--- src/rtl/free_list_bitmap_32_pkg.sv ---
// free_list_pkg: shared sizes, slot types and bitmap helpers for free_list_bitmap_32
package free_list_pkg;
  localparam int NUM_ENTRIES = 32;
  localparam int IDX_W = 5;
  typedef logic [IDX_W-1:0] slot_idx_t;
  typedef logic [NUM_ENTRIES-1:0] slot_map_t;
  function automatic slot_idx_t lowest_zero(slot_map_t m);
    lowest_zero = '0;
    for (int i = NUM_ENTRIES - 1; i >= 0; i--) if (!m[i]) lowest_zero = slot_idx_t'(i);
  endfunction
  function automatic logic [IDX_W:0] count_free(slot_map_t m);
    count_free = '0;
    for (int i = 0; i < NUM_ENTRIES; i++) count_free += {{IDX_W{1'b0}}, ~m[i]};
  endfunction
endpackage

--- src/rtl/free_list_bitmap_32_if.sv ---
// free_list_bitmap_32_if: alloc/free handshake bus; master = consumer, slave = allocator
interface free_list_bitmap_32_if;
  import free_list_pkg::*;
  logic alloc_req;
  logic alloc_valid;
  slot_idx_t alloc_idx;
  logic free_valid;
  slot_idx_t free_idx;
  logic [IDX_W:0] free_count;
  logic free_err;
  logic [31:0] alloc_stall_cnt;
  modport master (output alloc_req, free_valid, free_idx, input alloc_valid, alloc_idx, free_count, free_err, alloc_stall_cnt);
  modport slave (input alloc_req, free_valid, free_idx, output alloc_valid, alloc_idx, free_count, free_err, alloc_stall_cnt);
endinterface

--- src/rtl/free_list_bitmap_32_decoder.sv ---
// index_decoder_32: binary slot index to one-hot map (en low -> all zeros); ports en, idx, onehot
module index_decoder_32
  import free_list_pkg::*;
(
  input  logic en,
  input  slot_idx_t idx,
  output slot_map_t onehot
);
  assign onehot = en ? slot_map_t'(1) << idx : '0;
endmodule

--- src/rtl/free_list_bitmap_32.sv ---
// free_list_bitmap_32: 32-slot lowest-free allocator; ports clk, rst, flush, bus (slave: alloc/free handshake, free_count, free_err, alloc_stall_cnt); FREE_LIST_STALL_STATS_EN enables the stall counter
module free_list_bitmap_32
  import free_list_pkg::*;
#(
  parameter slot_map_t RESERVED_MASK = 32'h0000_0001
) (
  input logic clk,
  input logic rst,
  input logic flush,
  free_list_bitmap_32_if.slave bus
);
  localparam logic [IDX_W:0] RST_CNT = count_free(RESERVED_MASK);
  slot_map_t busy, busy_nx, grant_map, free_map;
  slot_idx_t alloc_idx;
  logic alloc_valid, free_err, grant, free_ok;
  logic [IDX_W:0] free_count;
  assign grant = alloc_valid && bus.alloc_req;
  // a slot granted this cycle is still clear in busy, so freeing it is caught as already-free
  assign free_ok = bus.free_valid && busy[bus.free_idx] && !RESERVED_MASK[bus.free_idx];
  index_decoder_32 u_grant (.en(grant), .idx(alloc_idx), .onehot(grant_map));
  index_decoder_32 u_free (.en(free_ok), .idx(bus.free_idx), .onehot(free_map));
  assign busy_nx = (busy | grant_map) & ~free_map;
  always_ff @(posedge clk)
    if (rst || flush) begin
      busy <= RESERVED_MASK;
      alloc_idx <= lowest_zero(RESERVED_MASK);
      alloc_valid <= RST_CNT != '0;
      free_count <= RST_CNT;
      free_err <= 1'b0;
    end else begin
      busy <= busy_nx;
      alloc_idx <= lowest_zero(busy_nx);
      alloc_valid <= ~&busy_nx;
      free_count <= free_count - {{IDX_W{1'b0}}, grant} + {{IDX_W{1'b0}}, free_ok};
      free_err <= bus.free_valid && !free_ok;
    end
  assign bus.alloc_idx = alloc_idx;
  assign bus.alloc_valid = alloc_valid;
  assign bus.free_count = free_count;
  assign bus.free_err = free_err;
`ifdef FREE_LIST_STALL_STATS_EN
  logic [31:0] stall_cnt;
  always_ff @(posedge clk)
    if (rst) stall_cnt <= '0;
    else if (bus.alloc_req && !alloc_valid && !(&stall_cnt)) stall_cnt <= stall_cnt + 32'd1;
  assign bus.alloc_stall_cnt = stall_cnt;
`else
  assign bus.alloc_stall_cnt = '0;
`endif
`ifndef SYNTHESIS
  a_count: assert property (@(posedge clk) disable iff (rst) free_count == count_free(busy));
`endif
endmodule

--- src/flat_wrapper.sv ---
// flat-port wrapper written by rule: the top's interface ports become plain ports
module free_list_bitmap_32_flat import free_list_pkg::*;
#(
  parameter slot_map_t RESERVED_MASK = 32'h0000_0001
)
  (clk, rst, flush, bus_alloc_req, bus_free_valid, bus_free_idx, bus_alloc_valid, bus_alloc_idx, bus_free_count, bus_free_err, bus_alloc_stall_cnt);
  free_list_bitmap_32_if bus_i ();
  input logic clk;
  input logic rst;
  input logic flush;
  input wire logic [$bits(bus_i.alloc_req)-1:0] bus_alloc_req;
  input wire logic [$bits(bus_i.free_valid)-1:0] bus_free_valid;
  input wire logic [$bits(bus_i.free_idx)-1:0] bus_free_idx;
  output wire logic [$bits(bus_i.alloc_valid)-1:0] bus_alloc_valid;
  output wire logic [$bits(bus_i.alloc_idx)-1:0] bus_alloc_idx;
  output wire logic [$bits(bus_i.free_count)-1:0] bus_free_count;
  output wire logic [$bits(bus_i.free_err)-1:0] bus_free_err;
  output wire logic [$bits(bus_i.alloc_stall_cnt)-1:0] bus_alloc_stall_cnt;
  assign bus_i.alloc_req = bus_alloc_req;
  assign bus_i.free_valid = bus_free_valid;
  assign bus_i.free_idx = bus_free_idx;
  assign bus_alloc_valid = bus_i.alloc_valid;
  assign bus_alloc_idx = bus_i.alloc_idx;
  assign bus_free_count = bus_i.free_count;
  assign bus_free_err = bus_i.free_err;
  assign bus_alloc_stall_cnt = bus_i.alloc_stall_cnt;
  free_list_bitmap_32 #(.RESERVED_MASK(RESERVED_MASK)) u_core (.clk(clk), .rst(rst), .flush(flush), .bus(bus_i));
endmodule
--- config.mk ---
export PLATFORM = sky130hd
export DESIGN_NAME = free_list_bitmap_32_flat
export DESIGN_NICKNAME = d
export VERILOG_FILES = /design/src/rtl/free_list_bitmap_32_pkg.sv /design/src/rtl/free_list_bitmap_32_if.sv /design/src/rtl/free_list_bitmap_32_decoder.sv /design/src/rtl/free_list_bitmap_32.sv /design/src/flat_wrapper.sv
export SDC_FILE = /design/constraint.sdc
export NUM_CORES = 1
export LEC_CHECK = 0
export ABC_AREA = 1
export CORE_MARGIN = 3
export CORE_UTILIZATION = 45
export CTS_BUF_LIST = sky130_fd_sc_hd__clkbuf_16
export CTS_CLUSTER_SIZE = 20
export DETAILED_ROUTE_END_ITERATION = 12
export PLACE_DENSITY = 0.72
export SYNTH_ARGS = -nofsm -noshare
export SYNTH_HDL_FRONTEND = slang
export SYNTH_SLANG_ARGS = --single-unit
--- constraint.sdc ---
create_clock -name clk -period 6.84 [get_ports clk]
set_input_delay 1.368 -clock clk [delete_from_list [all_inputs] [get_ports clk]]
set_output_delay 1.368 -clock clk [all_outputs]
set_load 0.005 [all_outputs]
==> reports/metrics.cfg <==
[status]
outcome = complete, no violations

[drt]
wirelength_mm = 9.581
met3_length_um = 819
vias = 3171
antenna_left = 0
wl_met1_mm = 4.502
drc = 0
drt_first_pass_iters = 5
wl_met2_mm = 3.920
top_layer = met4
via_per_inst = 5.233
drtIter0Drc = 343
wl_per_cell_um = 15.81

[global_route]
grt_overflow = 0
antenna_found_initial = 0
grt_pass1_wl_mm = 15.14
track_usage_pct = 25.06
grt_max_degree = 33
grt_pass1_vias = 2867

[clocking]
cts_setup_buffers = 0
tritoncts = yes
cts_buffer_depth = 2
clock-sinks = 45
clkTransAtPathRegs_ps = 60
clkLatencyLatePin_ps = 290
cts_max_level = 2
cts_buffers = 5
holdBufCountCts = 0
ctsResizeCount = 0
clock-root-buffer = clkbuf_16

[logic_synthesis]
synthTopCellsByArea = dfxtp_1 29%, nand2_1 14%, nor2_1 9.1%, buf_4 7.6%, inv_1 7.6%
yosys-top-cells-count = 115 x nand2_1, 76 x nor2_1, 64 x inv_1
syn_area_um2 = 3147
yosysTopAreaCell = dfxtp_1
ys_ff_latch = 45
synthMostInstantiatedCell = nand2_1
syn_area_per_cell_um2 = 6.294
synth_top_flop_cell = dfxtp_1
synth-edff-count = 0
synthCells = 500
synth_top_area_share_pct = 28.63
ys_seq_area_share_pct = 28.63
ys_types = 40
ys_async_sr_fraction_pct = 0
yosysWarnings = 0

[sta]
hold_viol_final = 0
max_slew_margin_pct = 33.23
final-setup-viol-count = 0
tns_ps = 0
fmax_ghz = 0.1933
layout_setup_ws_ps = 1666
slew_violations = 0
rsz0062_at_grt = false
finalClockSkew_ps = 7.973
min_period_over_period_pct = 75.65
holdWs_ps = 511.5
worst_slew_pin_slew_ps = 1000
fin_crit_ps = 5174

[die]
fp.dieW_um = 89.63
initial_utilization_pct = 47.91
die_y_um = 89.63
die_area_um2 = 8033
io-pin-count = 55
core_um2 = 6568
fp-row-count = 29

[placement]
post-place-ws_ps = 1543
portBuffers = 22
gp_congestion = 1.017
dpl-instance-area_um2 = 3276
hpwl_mm = 7.318

[final_layout]
n_fill_cell = 664
drive_gt1_share_pct = 5.848
area.growth.synth_to_final_pct = 8.549
diodes = 0
fin_nets = 529
post-route-util_pct = 52.01
layout.area.seq_um2 = 900.9
multi_input_area_um2 = 1755
design_area_um2 = 3416

[flow_run]
cap_viol_max_count = 0

[power]
power_leakage_nw = 1.485
ir_drop_mv = 0.1047
power_density_nw_per_um2 = 173.3

[worst_setup_path]
startpoint = bus_free_idx[4]
worst_setup_path_start_kind = primary input
path_class = in2reg
worst_ep_arrival_time_ps = 5400
cp-end-kind = register
cp.required_ps = 7070
reg2reg_slack_ps = 3410
critPathMaxFanout = 20
worst_path_max_delay_cell = clkdlybuf4s50_1
worst_path_most_repeated_cell = nand2_1
cp_slowest_stage_delay_ps = 990
timing.rr.start = u_core.bus.alloc_idx[3]

[min_path]
hp-start = u_core.busy[0]
hp-class = reg2reg

-- stage by stage --
| step | power [mW] | cells |
|---|---|---|
| floorplan | 0.3417 | 531 |
| global placement | 0.3530 | 598 |
| detailed placement | 0.3539 | 598 |
| CTS | 0.5888 | 606 |
| global route | 0.6108 | 606 |
| finish | 0.5921 | 606 |
-- state kept, by name (all words and copies together), names as in the netlist --
register / cells
u_core.bus.alloc_idx: 5
u_core.bus.alloc_valid: 1
u_core.bus.free_count: 6
u_core.bus.free_err: 1
u_core.busy: 32
-- routing by layer --
| metal | up-vias | track usage (%) |
|---|---|---|
| met5 | - | 0 |
| met3 | 29 | 4.562 |
| met1 | 1420 | 37.04 |
| met4 | 0 | 10.01 |
| met2 | 181 | 35.64 |
| li1 | 1541 | - |
-- final cells by class --
type / count / area share, %
Tap cell: 93 / 3.407
Clock inverter: 3 / 0.4396
Inverter: 72 / 8.059
Sequential cell: 45 / 26.37
Multi-Input combinational cell: 365 / 51.39
Clock buffer: 5 / 3.663
Timing Repair Buffer: 23 / 6.667
-- layout by cell type, fill, tap and decap left out, types with 2 or more instances in the layout --
cell type / netlist / final
inv_1: 64 / 66
or2_2: 2 / 2
nand2_4: 2 / 2
nand3_1: 23 / 23
o21ai_0: 17 / 17
nand2_1: 115 / 115
inv_4: 2 / 2
o21bai_1: 6 / 6
clkdlybuf4s50_1: 0 / 22
nor3_1: 11 / 11
inv_2: 5 / 5
nor4_1: 8 / 8
conb_1: 1 / 32
nand2_2: 2 / 2
ha_1: 6 / 6
nand4_1: 4 / 4
nor2_1: 76 / 76
nand3b_1: 2 / 2
a21oi_1: 26 / 26
clkbuf_16: 0 / 5
dfxtp_1: 45 / 45
nand3_2: 2 / 2
nor2_4: 3 / 3
a21o_1: 4 / 4
a31oi_1: 12 / 12
-- cells by family (layout without fill, tap and decap cells) --
kind of cell,after synthesis,in the layout,share of synthesized area [%]
AO/OA/AOI/OAI,73,73,13.92
adder cells (fa/ha/maj),7,7,3.022
other,1,32,0.1192
buffers and inverters,121,103,19.28
XOR/XNOR,2,2,0.5568
flip-flops,45,45,28.63
AND/OR/NAND/NOR,251,251,34.47
-- final timing paths --
| path | endpoint | cells past startpoint |
|---|---|---|
| hold / removal | u_core.busy[0] | 4 |
| setup reg to reg | u_core.bus.alloc_idx[0] | 32 |
| setup / recovery | u_core.bus.alloc_idx[0] | 33 |
| hold reg to reg | u_core.busy[0] | 4 |
-- power by group --
group	internal (mW)	leakage, nW	switching, mW
clock	0.133	0.0724	0.109
sequential	0.266	0.364	0.00427
combinational	0.0274	1.05	0.0520
-- critical path, delay by kind of cell --
family          cells  cell delay [ps]
simple gates       28             2000
compound gates      2              380
buf+inv             3             1620
Note: power is estimated with default switching activity, not from simulation.
==> edit 1: new RTL, config.mk and constraints unchanged <==
`RESERVED_MASK` is set to 32'h0000_0001 in 2 places; all go to 32'h00000000.
--- a/src/rtl/free_list_bitmap_32.sv
+++ b/src/rtl/free_list_bitmap_32.sv
@@ -4,3 +4,3 @@
 #(
-  parameter slot_map_t RESERVED_MASK = 32'h0000_0001
+  parameter slot_map_t RESERVED_MASK = 32'h00000000
 ) (
--- a/src/flat_wrapper.sv
+++ b/src/flat_wrapper.sv
@@ -3,3 +3,3 @@
 #(
-  parameter slot_map_t RESERVED_MASK = 32'h0000_0001
+  parameter slot_map_t RESERVED_MASK = 32'h00000000
 )
Function: changed (a bounded check fails within 4 cycles, from zero or initial values).
==> edit 1 against the unedited design <==
- area after synthesis fell by 0.16%
- combinational power rose by 8.3%
- wire length fell by 2.2%
- worst setup slack got worse by 0.24 ns
- sequential cell count did not move
- power rose by 7.3%
- final area barely moved
- first-iteration DRC count fell by 7.3%
- via count fell by 0.19%
- register-to-register slack got worse by 0.34 ns
- critical path type unchanged
- critical endpoint is now u_core.bus.alloc_idx[0]$_SDFF_PP0_
==> edit 1: results <==
{
  "outcome": "complete, no violations",
  "slowest_delay_ns": 0.75,
  "syn_area_per_cell_sq_um": 6.30,
  "postCtsSetupRepairBufs": 0,
  "cts_max_level": 2,
  "postPlaceCellArea_sq_um": 3250,
  "min_path_cells": 4,
  "async_flop_share_pct": 0,
  "drtIter0Drc": 318,
  "wl_per_cell_um": 15.6,
  "ir_drop_uv": 178,
  "ys_seq_area_share_pct": 28.7,
  "antenna_cells": 0,
  "r2r_cells": 32,
  "place_ws_ns": 1.27,
  "n_fill_cell": 705,
  "yosysWarnings": 0,
  "grt_pass1_wl_um": 14800,
  "synth.area.top_cells": "dfxtp_1 (29%), nand2_1 (14%), nor2_1 (9.2%)",
  "ys_top_cells_by_count": "nand2_1 (113), nor2_1 (77), inv_1 (60), dfxtp_1 (45), a21oi_1 (39)",
  "cts_resized": 0,
  "grt_antenna_before_repair": 0,
  "clk_pin_slew_ns": 0.07,
  "worst_path_max_delay_cell": "clkdlybuf4s50_1",
  "yosysTopAreaCell": "dfxtp_1",
  "cts_buffers": 5,
  "nNetsFinal": 525,
  "synth_cell_types": 34,
  "clock_latency_ns": 0.28,
  "place_congestion": 0.986,
  "grt.total_usage_pct": 24.3,
  "fin_worst_skew_ns": 0.00448,
  "clockBufferDepth": 2,
  "largestRegisters": "u_core.busy (32), u_core.bus.free_count (6), u_core.bus.alloc_idx (5)",
  "dp.final_hpwl_um": 7050,
  "worstPathMaxFanout": 29,
  "drt_wl_total_um": 9370,
  "placed_cells": 594,
  "relSlewSlack_pct": 16.5,
  "io_buffers": 22,
  "root_buffer": "clkbuf_16",
  "hold_path.class": "reg -> reg",
  "p_leak_nw": 1.35,
  "regArea_sq_um": 901,
  "grt_max_degree": 35,
  "drive_gt1_share_pct": 6.09,
  "vias_per_cell": 5.26,
  "dr.pass1.iters": 5,
  "first_global_vias": 2783
}
edit 1: cell types whose count changed after synthesis, moves of 6 or more:
cell / unedited run / this run
a31oi_1: 12 / 27
nand3_1: 23 / 17
nor3_1: 11 / 19
o21ai_0: 17 / 3
a21oi_1: 26 / 39
buf_2: 4 / 10
edit 1: routing by layer:
metal / share of wire [%] / track usage (%) / wire [um]
met1: 46 / 35.5 / 4310
met2: 43 / 36.6 / 4080
met3: 8.5 / 4.15 / 795
met4: 2.0 / 6.50 / 189
met5: 0 / 0 / 0
edit 1: area by class of cell:
cell class              count  share of cell area [%]
clock buffers               5                    3.66
clock inverters             3                    1.28
inverters                  67                    7.36
multi-input cells         364                    50.8
flip-flops and latches     45                    26.4
well taps                  93                    3.41
repair buffers             25                    7.10
edit 1: path summary, 6_finish.rpt:
check,startpoint,endpoint,slack (ns)
worst max-delay path,bus_free_idx[0],u_core.bus.alloc_idx[0]$_SDFF_PP0_,1.42
worst min-delay path,u_core.busy[4]$_SDFF_PP0_,u_core.busy[4]$_SDFF_PP0_,0.63
worst max register to register,u_core.bus.alloc_idx[3]$_SDFF_PP0_,u_core.bus.alloc_idx[0]$_SDFF_PP0_,3.07
worst min register to register,u_core.busy[4]$_SDFF_PP0_,u_core.busy[4]$_SDFF_PP0_,0.63
edit 1: kinds of logic after synthesis:
logic type      synth area share [%]
simple gates                    32.8
other cells                    0.119
fa+ha+maj                       3.03
xor+xnor                       0.279
buf+inv                         19.8
flops                           28.7
compound gates                  15.4
edit 1: critical path, delay by kind of cell:
kind | cells | cell delay, ns
simple gates | 35 | 2.35
buf+inv | 3 | 1.62
compound gates | 2 | 0.28
edit 1: power by group:
group,internal [mW],switching (mW)
Clock,0.173,0.105
Combinational,0.0303,0.0557
Sequential,0.267,0.00429
Total,0.470,0.165
==> edit 2: new RTL, config.mk and constraints unchanged <==
Made on the original files. Set the package constant `NUM_ENTRIES` to 64 (it was 32).
--- a/src/rtl/free_list_bitmap_32_pkg.sv
+++ b/src/rtl/free_list_bitmap_32_pkg.sv
@@ -2,3 +2,3 @@
 package free_list_pkg;
-  localparam int NUM_ENTRIES = 32;
+  localparam int NUM_ENTRIES = 64;
   localparam int IDX_W = 5;
Behaviour: not the same (Yosys sat finds a counterexample within 4 cycles, from zero or initial values).
==> edit 2 against the unedited design <==
- wire length is 2.9% lower
- first-iteration DRC count fell by 5.5%
- worst setup slack worse by 0.052 ns
- die area up 1.0%
- non-clock buffer count is 1 higher
- area after synthesis increased by 1.1%
- worst hold slack improved by 0.016 ns
- combinational power rose by 0.9%
- count of clock-buffer cells in the layout unchanged
- largest cell class unchanged
- power down 1.8%
- sequential cell count unchanged
- final area grew 0.40%
- maximum frequency down 1.0%
==> edit 2: results <==
{
  "clock_latency_ns": 0.28,
  "fin_worst_skew_ns": 0.00329,
  "grt.busiest_layer": "met2",
  "r2r-start": "u_core.bus.alloc_idx[3]$_SDFF_PP0_",
  "cts_max_level": 2,
  "cts_resized": 0,
  "grtUsageMet1_pct": 33.3,
  "grt_pass1_wl_um": 14600,
  "nNetsFinal": 530,
  "slowest_delay_ns": 0.90,
  "grt_max_degree": 34,
  "vias": 3131,
  "first_global_vias": 2781,
  "postPlaceCellArea_sq_um": 3290,
  "worstHoldStart": "u_core.busy[0]$_SDFF_PP1_",
  "outcome": "complete, no violations",
  "synthFlopType": "dfxtp_1",
  "root_buffer": "clkbuf_16",
  "worstPathMaxFanout": 20,
  "postCtsSetupRepairBufs": 0,
  "regArea_sq_um": 901,
  "p_leak_nw": 1.53,
  "met3_usage_pct": 4.44,
  "n_fill_cell": 712,
  "ys_seq_area_share_pct": 28.3,
  "synth_cell_types": 41,
  "grt.total_usage_pct": 22.8,
  "antenna_cells": 0,
  "wl_per_cell_um": 15.3,
  "startpoint": "bus_free_idx[0]",
  "ir_drop_uv": 102,
  "dp.final_hpwl_um": 7320,
  "relSlewSlack_pct": 20.8,
  "synth.area.top_cells": "dfxtp_1 (28%), nand2_1 (13%), inv_1 (8.6%)",
  "clk_pin_slew_ns": 0.06,
  "drtIter0Drc": 324,
  "grtUsageMet2_pct": 33.5,
  "setup_viol": 0,
  "place_congestion": 0.976,
  "ys_top_cells_by_count": "nand2_1 (112), inv_1 (73), nor2_1 (73), dfxtp_1 (45), buf_4 (34)",
  "cts_buffers": 5,
  "drive_gt1_share_pct": 6.63
}
edit 2: layout make-up:
class                   instances  area share [%]
multi-input cells             355            50.4
repair buffers                 24            6.86
well taps                      96            3.50
clock buffers                   5            3.65
clock inverters                 2           0.328
inverters                      82            8.97
flip-flops and latches         45            26.3
edit 2: logic make-up (layout without fill, tap and decap cells):
logic type	count (synthesis)	after routing	synth area share, %
adder cells (fa/ha/maj)	7	7	2.99
AO/OA/AOI/OAI	79	79	15.3
XOR/XNOR	3	3	0.826
AND/OR/NAND/NOR	233	233	31.4
other	2	33	0.236
buffers and inverters	134	113	21.0
flip-flops	45	45	28.3
edit 2: worst max-delay path: cells and delay by family:
family / cells / cell delay [ns]
compound gates: 2 / 0.35
buf+inv: 3 / 1.30
simple gates: 30 / 2.42
edit 2: worst paths after layout:
path / depth (start not counted) / end / slack (ns)
setup / recovery: 35 / u_core.bus.alloc_idx[0]$_SDFF_PP1_ / 1.61
hold / removal: 4 / u_core.busy[0]$_SDFF_PP1_ / 0.53
setup reg to reg: 32 / u_core.bus.alloc_idx[0]$_SDFF_PP1_ / 3.36
hold reg to reg: 4 / u_core.busy[0]$_SDFF_PP1_ / 0.53
edit 2: per-stage QoR:
| step | hold WS, ns | setup slack (ns) | instances |
|---|---|---|---|
| finish | 0.527 | 1.61 | 609 |
| CTS | 0.524 | 1.69 | 609 |
| global route | 0.553 | 0.978 | 609 |
| global placement | 0.493 | 1.40 | 602 |
| detailed placement | 0.509 | 1.41 | 602 |
| floorplan | 0.476 | 3.09 | 534 |
edit 2: per-layer routing:
| layer | part of all wire [%] | vias up | routed length, um |
|---|---|---|---|
| li1 | - | 1526 | - |
| met1 | 46 | 1439 | 4310 |
| met2 | 42 | 148 | 3890 |
| met3 | 9.4 | 18 | 870 |
| met4 | 2.6 | 0 | 238 |
| met5 | 0 | - | 0 |
edit 2: power by group:
part	switching, mW	leakage, nW	internal [mW]
logic	0.0514	1.10	0.0287
clock network	0.0985	0.0633	0.132
registers	0.00419	0.364	0.266
total	0.154	1.53	0.427
